$ cat src/rtl/count_sequencer_if.sv
// Button, counter-digit and sequencer-output bundle for count_sequencer.
// master: the side that drives buttons and digits (board/testbench).
// slave:  the sequencer itself.
interface count_sequencer_if;
  logic       start_btn;
  logic       stop_btn;
  logic       clr_btn;
  logic [3:0] Qdata3;
  logic [3:0] Qdata2;
  logic [3:0] Qdata1;
  logic [3:0] Qdata0;
  logic       ena0in;
  logic       clr_cnt;
  logic       running;
  logic       done;
  logic [1:0] state;

  modport master (
    output start_btn, stop_btn, clr_btn, Qdata3, Qdata2, Qdata1, Qdata0,
    input  ena0in, clr_cnt, running, done, state
  );

  modport slave (
    input  start_btn, stop_btn, clr_btn, Qdata3, Qdata2, Qdata1, Qdata0,
    output ena0in, clr_cnt, running, done, state
  );
endinterface

$ cat src/rtl/count_sequencer.sv
// Count sequencer: start/stop/clear control and prescaled count tick for a
// 4-digit BCD counter chain.
// Optional feature: define AUTO_RESTART_EN to restart counting (clr_cnt pulse,
// stay in RUN) when the terminal value is reached; otherwise the sequencer
// parks in DONE.
module count_sequencer #(
  parameter int unsigned PRESCALE = 50_000_000,
  parameter logic [3:0]  TERM3    = 4'd9,
  parameter logic [3:0]  TERM2    = 4'd6,
  parameter logic [3:0]  TERM1    = 4'd7,
  parameter logic [3:0]  TERM0    = 4'd4
) (
  input logic               clk,
  input logic               rst,
  count_sequencer_if.slave  bus
);

  typedef enum logic [1:0] {
    StIdle  = 2'b00,
    StRun   = 2'b01,
    StPause = 2'b10,
    StDone  = 2'b11
  } state_e;

  localparam logic [25:0] PreMax = 26'(PRESCALE - 1);

  state_e      state_q, state_d;
  logic [25:0] pre_q, pre_d;
  logic        ena0in_q, ena0in_d;
  logic        clr_cnt_q, clr_cnt_d;
  logic        running_q, running_d;
  logic        done_q, done_d;

  // Button history; armed_q masks events on the first edge after reset so a
  // button already held at release does not count as a press.
  logic        armed_q;
  logic        start_prev_q, stop_prev_q, clr_prev_q;

  logic        start_ev, stop_ev, clr_ev;
  logic        tick, at_term;

  assign start_ev = armed_q & bus.start_btn & ~start_prev_q;
  assign stop_ev  = armed_q & bus.stop_btn  & ~stop_prev_q;
  assign clr_ev   = armed_q & bus.clr_btn   & ~clr_prev_q;

  assign tick    = (state_q == StRun) && (pre_q == PreMax);
  assign at_term = ({bus.Qdata3, bus.Qdata2, bus.Qdata1, bus.Qdata0} ==
                    {TERM3, TERM2, TERM1, TERM0});

  // Next-state, prescaler and pulse outputs; events prioritised clr > stop > start.
  always_comb begin
    state_d   = state_q;
    pre_d     = pre_q;
    ena0in_d  = 1'b0;
    clr_cnt_d = 1'b0;

    if (clr_ev) begin
      state_d   = StIdle;
      pre_d     = '0;
      clr_cnt_d = 1'b1;
    end else begin
      unique case (state_q)
        StIdle: begin
          pre_d = '0;
          if (!stop_ev && start_ev) state_d = StRun;
        end
        StRun: begin
          if (stop_ev) begin
            // Prescaler holds, so a stop on the tick cycle replays the tick on resume.
            state_d = StPause;
          end else if (tick) begin
            pre_d = '0;
            if (at_term) begin
`ifdef AUTO_RESTART_EN
              clr_cnt_d = 1'b1;
`else
              state_d   = StDone;
`endif
            end else begin
              ena0in_d = 1'b1;
            end
          end else begin
            pre_d = pre_q + 26'd1;
          end
        end
        StPause: begin
          if (!stop_ev && start_ev) state_d = StRun;
        end
        StDone: begin
          pre_d = '0;
          if (!stop_ev && start_ev) begin
            state_d   = StRun;
            clr_cnt_d = 1'b1;
          end
        end
        default: state_d = StIdle;
      endcase
    end

    running_d = (state_d == StRun);
    done_d    = (state_d == StDone);
  end

  // State, prescaler, button history and registered outputs.
  always_ff @(posedge clk or posedge rst) begin
    if (rst) begin
      state_q      <= StIdle;
      pre_q        <= '0;
      ena0in_q     <= 1'b0;
      clr_cnt_q    <= 1'b0;
      running_q    <= 1'b0;
      done_q       <= 1'b0;
      armed_q      <= 1'b0;
      start_prev_q <= 1'b0;
      stop_prev_q  <= 1'b0;
      clr_prev_q   <= 1'b0;
    end else begin
      state_q      <= state_d;
      pre_q        <= pre_d;
      ena0in_q     <= ena0in_d;
      clr_cnt_q    <= clr_cnt_d;
      running_q    <= running_d;
      done_q       <= done_d;
      armed_q      <= 1'b1;
      start_prev_q <= bus.start_btn;
      stop_prev_q  <= bus.stop_btn;
      clr_prev_q   <= bus.clr_btn;
    end
  end

  assign bus.state   = state_q;
  assign bus.ena0in  = ena0in_q;
  assign bus.clr_cnt = clr_cnt_q;
  assign bus.running = running_q;
  assign bus.done    = done_q;

endmodule

$ cat src/flat_wrapper.sv
// flat-port wrapper written by rule: the top's interface ports become plain ports
module count_sequencer_flat 
#(
  parameter int unsigned PRESCALE = 50_000_000,
  parameter logic [3:0]  TERM3    = 4'd9,
  parameter logic [3:0]  TERM2    = 4'd6,
  parameter logic [3:0]  TERM1    = 4'd7,
  parameter logic [3:0]  TERM0    = 4'd4
)
  (clk, rst, bus_start_btn, bus_stop_btn, bus_clr_btn, bus_Qdata3, bus_Qdata2, bus_Qdata1, bus_Qdata0, bus_ena0in, bus_clr_cnt, bus_running, bus_done, bus_state);
  count_sequencer_if bus_i ();
  input logic clk;
  input logic rst;
  input wire logic [$bits(bus_i.start_btn)-1:0] bus_start_btn;
  input wire logic [$bits(bus_i.stop_btn)-1:0] bus_stop_btn;
  input wire logic [$bits(bus_i.clr_btn)-1:0] bus_clr_btn;
  input wire logic [$bits(bus_i.Qdata3)-1:0] bus_Qdata3;
  input wire logic [$bits(bus_i.Qdata2)-1:0] bus_Qdata2;
  input wire logic [$bits(bus_i.Qdata1)-1:0] bus_Qdata1;
  input wire logic [$bits(bus_i.Qdata0)-1:0] bus_Qdata0;
  output wire logic [$bits(bus_i.ena0in)-1:0] bus_ena0in;
  output wire logic [$bits(bus_i.clr_cnt)-1:0] bus_clr_cnt;
  output wire logic [$bits(bus_i.running)-1:0] bus_running;
  output wire logic [$bits(bus_i.done)-1:0] bus_done;
  output wire logic [$bits(bus_i.state)-1:0] bus_state;
  assign bus_i.start_btn = bus_start_btn;
  assign bus_i.stop_btn = bus_stop_btn;
  assign bus_i.clr_btn = bus_clr_btn;
  assign bus_i.Qdata3 = bus_Qdata3;
  assign bus_i.Qdata2 = bus_Qdata2;
  assign bus_i.Qdata1 = bus_Qdata1;
  assign bus_i.Qdata0 = bus_Qdata0;
  assign bus_ena0in = bus_i.ena0in;
  assign bus_clr_cnt = bus_i.clr_cnt;
  assign bus_running = bus_i.running;
  assign bus_done = bus_i.done;
  assign bus_state = bus_i.state;
  count_sequencer #(.PRESCALE(PRESCALE), .TERM3(TERM3), .TERM2(TERM2), .TERM1(TERM1), .TERM0(TERM0)) u_core (.clk(clk), .rst(rst), .bus(bus_i));
endmodule
$ cat config.mk
export PLATFORM = sky130hd
export DESIGN_NAME = count_sequencer_flat
export DESIGN_NICKNAME = d
export VERILOG_FILES = /design/src/rtl/count_sequencer_if.sv /design/src/rtl/count_sequencer.sv /design/src/flat_wrapper.sv
export SDC_FILE = /design/constraint.sdc
export NUM_CORES = 1
export LEC_CHECK = 0
export ABC_AREA = 1
export BUFFER_PORTS_ARGS = -buffer_cell sky130_fd_sc_hd__buf_2
export CAP_MARGIN = 30
export CORE_ASPECT_RATIO = 0.75
export CORE_MARGIN = 2
export CORE_UTILIZATION = 62
export CTS_CLUSTER_SIZE = 25
export DETAILED_ROUTE_END_ITERATION = 6
export HOLD_SLACK_MARGIN = 0.1
export PLACE_DENSITY = 0.84
export SYNTH_ARGS = -nofsm -noshare
export SYNTH_HDL_FRONTEND = slang
export SYNTH_SLANG_ARGS = --single-unit
$ cat constraint.sdc
create_clock -name clk -period 3.8 [get_ports clk]
set_clock_uncertainty 0.2 [all_clocks]
set_input_delay 0 -clock clk [delete_from_list [all_inputs] [get_ports clk]]
set_output_delay 0 -clock clk [all_outputs]
set_load 0.01 [all_outputs]
==> results_dict.tcl, run 1 <==
set metrics [dict create \
    status "completed" \
    clkPwrFrac_pct 30.1 \
    maxSlewViolCount 0 \
    hold_violations 0 \
    tritoncts.num_buffers 5 \
    cp-endpoint "u_core.bus.done" \
    fillerInstances 250 \
    post-cts-setup-buffer-count 0 \
    netlist.top_cell.by_area "dfrtp_1" \
    rows 18 \
    cts_tree "done" \
    wire_per_inst_um 13.4 \
    gp_congestion 0.923 \
    via_count 2123 \
    static-leakage-power_nw 1.29 \
    detail_route.wirelength.met1_um 2430 \
    regMostFlops "u_core.pre_q" \
    io_pins 27 \
    r2r-start "u_core.bus.state[1]" \
    post-route-min-period_ps 3310 \
    cts.clk_slew.worst_paths_ps 70 \
    nNetsFinal 378 \
    largest_register_ff_count 26 \
    vias_per_cell 5.40 \
    dr_wl_met2_um 2370 \
    top_layer "met4" \
    setup_viol_count_final 0 \
    timing.critical_path.arrival_ps 3340 \
    worstPathMaxFanout 3 \
    drtIter0Drc 203 \
    synth_largest_type_area_fraction_pct 40.1 \
    dieHeight_um 56.1 \
    launching_element_of_the_worst_setup_path "bus_Qdata3[2]" \
    synth.net_count 339 \
    async_reset_ff_share_pct 100 \
    grt_max_degree 37 \
    ys_warns 0 \
    ys_top_cells_by_area "dfrtp_1 (40%), nand2_1 (13%), inv_1 (8.9%)" \
    comb_power_share_pct 30.8 \
    synth-edff-count 0 \
    syn-instance-count 313 \
    worstHoldPathType "input port to flop" \
    cts.sinks 36 \
    cpMostUsedCell "nand2_1" \
    cp_slowest_stage_delay_ps 560 \
    rrSetupSlack_ps 1380 \
    drive_gt1_share_pct 19.3 \
    fp.dieW_um 73.5 \
    final_antenna_net_count 0 \
    gr-total-overflow 0 \
    final.setup.tns_ps 0 \
    power.ir.vdd_worst_mv 0.395 \
    path_class "input port to flop" \
    switchingPower_mw 0.397 \
    clock_tree.htree_level_count 2 \
    globalRouteTotalUtil_pct 28.9 \
    start_util_pct 66.4 \
    achievable-frequency_mhz 302 \
    req_time_crit_path_ps 3820 \
    synth-seq-cells 36 \
    tightest_slew_ps 713 \
    wl_um 5280 \
    synthMostInstantiatedCell "nand2_1" \
    synth.top_cells.by_count "nand2_1 (76), inv_1 (53), nor2_1 (41)" \
    worstReg2RegEnd "u_core.pre_q[21]" \
    cell_internal_power_mw 0.728 \
    power.share.sequential_pct 39.1 \
    dr.pass1.iters 5 \
    fin_total_pwr_mw 1.13 \
    synth.distinct_cells 32 \
    diodes 0 \
    timing.hold.worst_path_depth 8 \
    syn2layout_area_growth_pct 15.6 \
    crit_path_start_kind "input port" \
    synth_top_flop_cell "dfrtp_1" \
    grt_setup_unrepaired "no" \
    antenna_violations_before_repair 0 \
    detailedPlacementHpwl_um 3700 \
    post-route-period-util_pct 87.1 \
    buffer_ports.inserted 26 \
    syn_area_sq_um 2240 \
    slowest_stage "dlygate4sd3_1" \
    cts.path.max_buffers 2 \
    pwr_density_cell_nw_per_um2 434 \
    grt_pass1_wl_um 9130 \
    design.core.area_sq_um 3380 \
    fp.dieArea_sq_um 4120 \
    worst_skew_pair.late_latency_ps 300 \
    power.share.switching_pct 35.3 \
    max-slew-margin-rel_pct 52.4 \
    critical_path.cell_chain "dlygate4sd3_1, buf_2, inv_1, nand2_1, dlygate4sd3_1, nor2_1, dlygate4sd3_1, nand2_1, dlygate4sd3_1, nor2_1, nand3_2, nand2_1, nand2_1, nand2_1, nand2_1, nor2_1" \
    synth_sequential_area_ratio_pct 40.1 \
    met3WireLength_um 409 \
    cp-end-kind "flop" \
    reg2reg_depth 10 \
    grt_pass1_vias 2033 \
    drt_drc_violations_left 0 \
    clockRootBuffer "clkbuf_8" \
    syn-mean-instance-area_sq_um 7.17 \
    cap_violations 0 \
]
worst max-delay path: cells and delay by family:
kind	cells	cell delay (ps)
buffers and inverters	6	2350
AND/OR/NAND/NOR	10	970
placed cells by master, fill, tap and decap left out, types with 4 or more instances in the layout:
| cell type | netlist | routed |
|---|---|---|
| nand2_1 | 76 | 76 |
| inv_1 | 53 | 53 |
| nor2_1 | 41 | 41 |
| dfrtp_1 | 36 | 36 |
| buf_2 | 0 | 26 |
| nand3_1 | 21 | 20 |
| nor3_1 | 13 | 13 |
| nand2_2 | 11 | 11 |
| dlygate4sd3_1 | 0 | 8 |
| o21ai_0 | 7 | 7 |
| inv_2 | 6 | 6 |
| nor2_4 | 5 | 5 |
| nand4_1 | 5 | 5 |
| ha_1 | 5 | 5 |
| clkbuf_8 | 0 | 5 |
| a31oi_1 | 4 | 4 |
| a21oi_1 | 4 | 4 |
stage by stage:
stage | std cells | utilization, % | area (sq um) | hold WS (ps) | setup WS (ps)
2_1_floorplan | 313 | - | 2240 | -169 | 2010
3_3_place_gp | 377 | 71.1 | 2400 | -79.4 | 1460
3_5_place_dp | 377 | 71.1 | 2400 | -72.0 | 1380
4_1_cts | 394 | 77.0 | 2600 | 157 | 96.2
5_1_grt | 393 | 76.8 | 2590 | 119 | 261
6_report | 393 | 76.8 | 2590 | 59.4 | 489
cell type report:
cell class / instances / area (sq um) / share of cell area, %
Clock buffer: 6 / 72.6 / 2.80
Clock inverter: 2 / 35.0 / 1.35
Inverter: 59 / 221 / 8.53
Multi-Input combinational cell: 215 / 1100 / 42.3
Sequential cell: 36 / 901 / 34.7
Tap cell: 40 / 50.0 / 1.93
Timing Repair Buffer: 35 / 218 / 8.39
worst min path at each step:
stage | from | to | slack (ps)
finish | bus_Qdata0[3] | u_core.bus.state[1] | 60
CTS | rst | u_core.bus.done | 160
global route | bus_Qdata1[0] | u_core.bus.state[1] | 120
detailed placement | rst | u_core.bus.done | -70
global placement | rst | u_core.bus.done | -80
floorplan | bus_clr_btn | u_core.clr_prev_q | -170
cell families after synthesis:
group	after synthesis	share of synthesized area, %
AND/OR/NAND/NOR	183	38.4
XOR/XNOR	1	0.390
other	1	0.167
flip-flops	36	40.1
buffers and inverters	62	11.2
adder cells (fa/ha/maj)	5	2.79
AO/OA/AOI/OAI	25	6.91
layer usage:
layer / up-vias / track usage (%)
met5: - / 0
met4: 0 / 9.35
met3: 9 / 8.15
met2: 79 / 40.7
met1: 983 / 42.7
li1: 1052 / -
power groups by stage:
stage               clock network [mW]  logic [mW]  registers (mW)
CTS                              0.340       0.347           0.441
finish                           0.338       0.346           0.440
global route                     0.361       0.389           0.444
floorplan                            0       0.264           0.452
global placement                     0       0.326           0.446
detailed placement                   0       0.340           0.448
what timing repair did:
action,in CTS,in global routing
setup endpoints to repair,0,4
hold buffers,9,0
gates resized for setup,0,1
hold endpoints to repair,46,0
(Power assumes the default switching activity.)
==> run 2: changes to the inputs <==
--- a/config.mk
+++ b/config.mk
@@ -14,7 +14,7 @@
 export CTS_CLUSTER_SIZE = 25
 export DETAILED_ROUTE_END_ITERATION = 6
 export HOLD_SLACK_MARGIN = 0.1
-export PLACE_DENSITY = 0.84
+export PLACE_DENSITY = 0.95
 export SYNTH_ARGS = -nofsm -noshare
 export SYNTH_HDL_FRONTEND = slang
 export SYNTH_SLANG_ARGS = --single-unit
==> results_dict.tcl, run 2 (synthesis gave the netlist of run 1 again) <==
set metrics [dict create \
    status "completed" \
    worst_skew_pair.late_latency_ps 290 \
    layoutNonFillerInstCount 390 \
    grt_setup_unrepaired "no" \
    vias_per_cell 5.54 \
    wire_per_inst_um 13.4 \
    cap_violations 0 \
    max-slew-margin-rel_pct 51.2 \
    groute.layer.met3.usage_pct 6.34 \
    fp.dieArea_sq_um 4120 \
    hold_violations 0 \
    syn2layout_area_growth_pct 13.9 \
    rows 18 \
    post-cts-setup-buffer-count 0 \
    antenna_violations_before_repair 0 \
    tritoncts.num_buffers 5 \
    grt_max_degree 37 \
    power.ir.vdd_worst_mv 0.431 \
    buffer_ports.inserted 26 \
    globalRouteTotalUtil_pct 27.7 \
    largest_register_ff_count 26 \
    post-route-period-util_pct 86.5 \
    cts.path.max_buffers 2 \
    r2r-start "u_core.bus.state[1]" \
    dieHeight_um 56.1 \
    drt_drc_violations_left 0 \
    fp.dieW_um 73.5 \
    final_antenna_net_count 0 \
    grt_pass1_wl_um 8840 \
    grt_use_met2_pct 41.8 \
    path_class "input port to flop" \
    diodes 0 \
    gr-usage-met1_pct 38.7 \
    pwr_density_cell_nw_per_um2 406 \
    timing.critical_path.arrival_ps 3310 \
    crit_path_start_kind "input port" \
    gr-total-overflow 0 \
    clockRootBuffer "clkbuf_8" \
    wl_um 5220 \
    detailedPlacementHpwl_um 3750 \
    rrSetupSlack_ps 1300 \
    final.setup.tns_ps 0 \
    io_pins 27 \
    grt_pass1_vias 2006 \
    cts_tree "done" \
    tightest_slew_ps 730 \
    commonest_non_fill_non_tap_cell_in_the_layout "nand2_1" \
    regMostFlops "u_core.pre_q" \
    via_count 2159 \
    dpl.cell_count 377 \
    req_time_crit_path_ps 3820 \
    maxSlewViolCount 0 \
    cp-end-kind "flop" \
    nNetsFinal 378 \
    setup_viol_count_final 0 \
    drtIter0Drc 230 \
    post-route-min-period_ps 3290 \
    gp_congestion 0.897 \
    layout_common_cells "nand2_1 (76), inv_1 (53), nor2_1 (41)" \
    achievable-frequency_mhz 304 \
    busiest_layer "met2" \
    drive_gt1_share_pct 18.9 \
    dr.pass1.iters 4 \
    start_util_pct 66.4 \
    min_from "bus_Qdata0[1]" \
    static-leakage-power_nw 1.27 \
    cts.clk_slew.worst_paths_ps 60 \
    worstHoldPathType "input port to flop" \
    cts.sinks 36 \
    worstPathMaxFanout 3 \
    clock_tree.htree_level_count 2 \
    design.core.area_sq_um 3380 \
    launching_element_of_the_worst_setup_path "bus_Qdata3[1]" \
]
==> run 2: cell types whose count changed in the layout (fill, tap and decap cells not counted), sizes merged <==
| cell | before | now |
|---|---|---|
| clkbuf | 6 | 5 |
| clkinv | 1 | 0 |
| bufinv | 1 | 0 |
==> run 2: area by class of cell <==
cell class,count,area (sq um)
tap,40,50.0
sequential,36,901
fill,236,822
multi-input combinational,215,1100
inverter,59,221
clock buffer,5,68.8
timing repair buffer,35,218
==> run 2: repair_timing <==
item | in CTS | in global routing
resized for setup | 0 | 1
hold endpoints to repair | 47 | 0
hold buffers | 9 | 0
setup endpoints to repair | 0 | 4
==> run 2: per-layer routing <==
| layer | share of wire [%] | routed length [um] | vias up |
|---|---|---|---|
| li1 | - | - | 1046 |
| met1 | 44 | 2270 | 996 |
| met2 | 45 | 2370 | 108 |
| met3 | 9.7 | 505 | 9 |
| met4 | 1.4 | 74 | 0 |
| met5 | 0 | 0 | - |
==> run 2: where the power goes <==
group          switching, mW  total (mW)  leakage (nW)  internal (mW)
registers             0.0248       0.440         0.485          0.415
clock network          0.128       0.246        0.0359          0.118
logic                  0.233       0.351         0.749          0.118
total                  0.386        1.04          1.27          0.651
==> run 2: path summary, 6_finish.rpt <==
check                                      end  cells past startpoint
max in group asynchronous     u_core.pre_q[12]                      4
setup reg to reg              u_core.pre_q[17]                     10
min in group asynchronous      u_core.pre_q[0]                      4
hold / removal             u_core.bus.state[1]                      8
hold reg to reg                u_core.pre_q[1]                      2
setup / recovery               u_core.bus.done                     16
==> run 2: worst max-delay path, cell delays in order <==
cell and delay [ps]:
dlygate4sd3_1 540, buf_2 120, inv_1 50, nand2_1 50, dlygate4sd3_1 560, nor2_1 100, dlygate4sd3_1 540, nand2_1 40
dlygate4sd3_1 550, nor2_1 210, nand3_2 150, nand2_1 80, nand2_1 50, nand2_1 50, nand2_1 90, nor2_1 120
==> run 2: metrics by stage <==
| step | cell area, sq um | hold WS (ps) | power, mW | utilization, % | setup slack (ps) |
|---|---|---|---|---|---|
| after floorplan | 2240 | -169 | 0.715 | - | 2010 |
| after global placement | 2400 | -77.7 | 0.767 | 71.1 | 1470 |
| after detailed placement | 2400 | -77.6 | 0.786 | 71.1 | 1360 |
| after CTS | 2560 | 165 | 1.03 | 75.8 | 134 |
| after global routing | 2560 | 118 | 1.10 | 75.7 | 313 |
| final | 2560 | 47.2 | 1.04 | 75.7 | 513 |
==> run 3: changes to the inputs <==
--- a/config.mk
+++ b/config.mk
@@ -7,12 +7,12 @@
 export LEC_CHECK = 0
 export ABC_AREA = 1
 export BUFFER_PORTS_ARGS = -buffer_cell sky130_fd_sc_hd__buf_2
-export CAP_MARGIN = 30
 export CORE_ASPECT_RATIO = 0.75
 export CORE_MARGIN = 2
 export CORE_UTILIZATION = 62
 export CTS_CLUSTER_SIZE = 25
 export DETAILED_ROUTE_END_ITERATION = 6
+export GPL_TIMING_DRIVEN = 0
 export HOLD_SLACK_MARGIN = 0.1
 export PLACE_DENSITY = 0.95
 export SYNTH_ARGS = -nofsm -noshare
==> results_dict.tcl, run 3 (synthesis gave the netlist of run 1 again) <==
set metrics [dict create \
    antenna_violations_before_repair 0 \
    wire_per_inst_um 13.8 \
    launching_element_of_the_worst_setup_path "bus_Qdata0[1]" \
    hold_violations 0 \
    fin_total_pwr_mw 1.19 \
    drtIter0Drc 210 \
    timing.critical_path.arrival_ps 3260 \
    power.ir.vdd_worst_mv 0.476 \
    cp-endpoint "u_core.bus.running" \
    setup_viol_count_final 0 \
    max-slew-margin-rel_pct 50.1 \
    clock_tree.htree_level_count 2 \
    regMostFlops "u_core.pre_q" \
    drive_gt1_share_pct 20.1 \
    cpMostUsedCell "nand2_1" \
    grt_max_degree 37 \
    postPlaceCellArea_sq_um 2420 \
    finish.instance_area_sq_um 2670 \
    syn2layout_area_growth_pct 18.8 \
    start_util_pct 66.4 \
    cp-end-kind "flop" \
    detailedPlacementHpwl_um 3790 \
    achievable-frequency_mhz 309 \
    post-route-period-util_pct 85.1 \
    maxSlewViolCount 0 \
    dr.pass1.iters 5 \
    crit_path_start_kind "input port" \
    post-route-min-period_ps 3230 \
    worstHoldPathType "input port to flop" \
    final_antenna_net_count 0 \
    commonest_non_fill_non_tap_cell_in_the_layout "nand2_1" \
    clockRootBuffer "clkbuf_8" \
    cap_violations 0 \
    slowest_stage "dlygate4sd3_1" \
    worst_skew_pair.late_latency_ps 300 \
    grt_pass1_vias 2049 \
    cts_tree "done" \
    dieHeight_um 56.1 \
    wl_um 5470 \
    io_pins 27 \
    req_time_crit_path_ps 3820 \
    diodes 0 \
    tightest_slew_ps 748 \
    gr-total-overflow 0 \
    r2r-start "u_core.pre_q[0]" \
    buffer_ports.inserted 26 \
    vias_per_cell 5.46 \
    fillerInstances 224 \
    path_class "input port to flop" \
    final.setup.tns_ps 0 \
    pwr_density_cell_nw_per_um2 448 \
    grt_pass1_wl_um 9240 \
    fp.dieW_um 73.5 \
    post-cts-setup-buffer-count 0 \
    cts.clk_slew.worst_paths_ps 70 \
    gp_congestion 0.869 \
    grt_setup_unrepaired "no" \
    reg2reg_depth 11 \
    cp_slowest_stage_delay_ps 570 \
    drt_drc_violations_left 0 \
    cts.sinks 36 \
    cts.path.max_buffers 2 \
    globalRouteTotalUtil_pct 29.4 \
    nNetsFinal 383 \
    design.core.area_sq_um 3380 \
    rows 18 \
    worstReg2RegEnd "u_core.pre_q[8]" \
    rrSetupSlack_ps 1750 \
    fp.dieArea_sq_um 4120 \
    post-route-worst-setup-slack_ps 568 \
    worstPathMaxFanout 3 \
    static-leakage-power_nw 1.32 \
    largest_register_ff_count 26 \
    status "completed" \
    pre_cts_slack_ps 1840 \
    critical_path.cell_chain "dlygate4sd3_1, buf_2, inv_1, nand2_1, dlygate4sd3_1, nor2_1, dlygate4sd3_1, nand2_1, dlygate4sd3_1, nor2_1, nand3_2, nand2_1, nand2_1, nand2_1, nand2_1, nor2_1" \
    layout_common_cells "nand2_1 (76), inv_1 (52), nor2_1 (41)" \
    tritoncts.num_buffers 5 \
    via_count 2174 \
]
## run 3: cell types whose count changed in the layout (fill, tap and decap cells not counted), sizes merged
cell | previous run | this run
buf | 27 | 29
bufinv | 0 | 1
clkbuf | 5 | 7
dlygate4sd3 | 8 | 11
## run 3: final cells by class
cell class	count	area, sq um	share of cell area (%)
sequential	36	901	33.8
buffer	3	30.0	1.13
multi-input combinational	215	1100	41.2
inverter	59	221	8.31
timing repair buffer	37	240	9.01
tap	40	50.0	1.88
clock buffer	7	96.3	3.61
clock inverter	1	30.0	1.13
## run 3: worst min path at each step
| stage | start | to | slack (ps) | cells after the start |
|---|---|---|---|---|
| floorplan | bus_clr_btn | u_core.clr_prev_q | -170 | 0 |
| global placement | bus_start_btn | u_core.start_prev_q | -80 | 1 |
| detailed placement | bus_start_btn | u_core.start_prev_q | -80 | 1 |
| CTS | bus_start_btn | u_core.start_prev_q | 160 | 2 |
| global route | bus_Qdata2[2] | u_core.bus.ena0in | 90 | 6 |
| finish | bus_Qdata2[3] | u_core.bus.state[1] | 50 | 8 |
## run 3: repair_timing
action | CTS | global route
setup endpoints to repair | 0 | 3
endpoints found under the hold margin | 51 | 2
hold buffers | 9 | 3
resized for setup | 0 | 1
## run 3: report_power, final
| group | internal [mW] | switching (mW) | total, mW |
|---|---|---|---|
| clock network | 0.231 | 0.137 | 0.368 |
| logic | 0.141 | 0.241 | 0.382 |
| registers | 0.415 | 0.0290 | 0.444 |
| total | 0.787 | 0.407 | 1.19 |
## run 3: per-layer routing
metal / up-vias / wire [um] / global-route usage [%]
li1: 1058 / - / -
met1: 1002 / 2420 / 41.9
met2: 104 / 2590 / 44.4
met3: 10 / 385 / 6.34
met4: 0 / 82 / 9.87
met5: - / 0 / 0
## run 3: per-stage QoR
step                      hold WS (ps)  util (%)  instances
after floorplan                   -169         -        313
after global placement           -77.1      71.8        379
after detailed placement         -76.3      71.8        379
after CTS                          155      78.2        396
after global routing              85.6      78.9        398
final                             46.6      78.9        398
## run 3: critical path: cells and delay by family
family                 cells  cell delay (ps)
AND/OR/NAND/NOR           10              900
buffers and inverters      6             2370
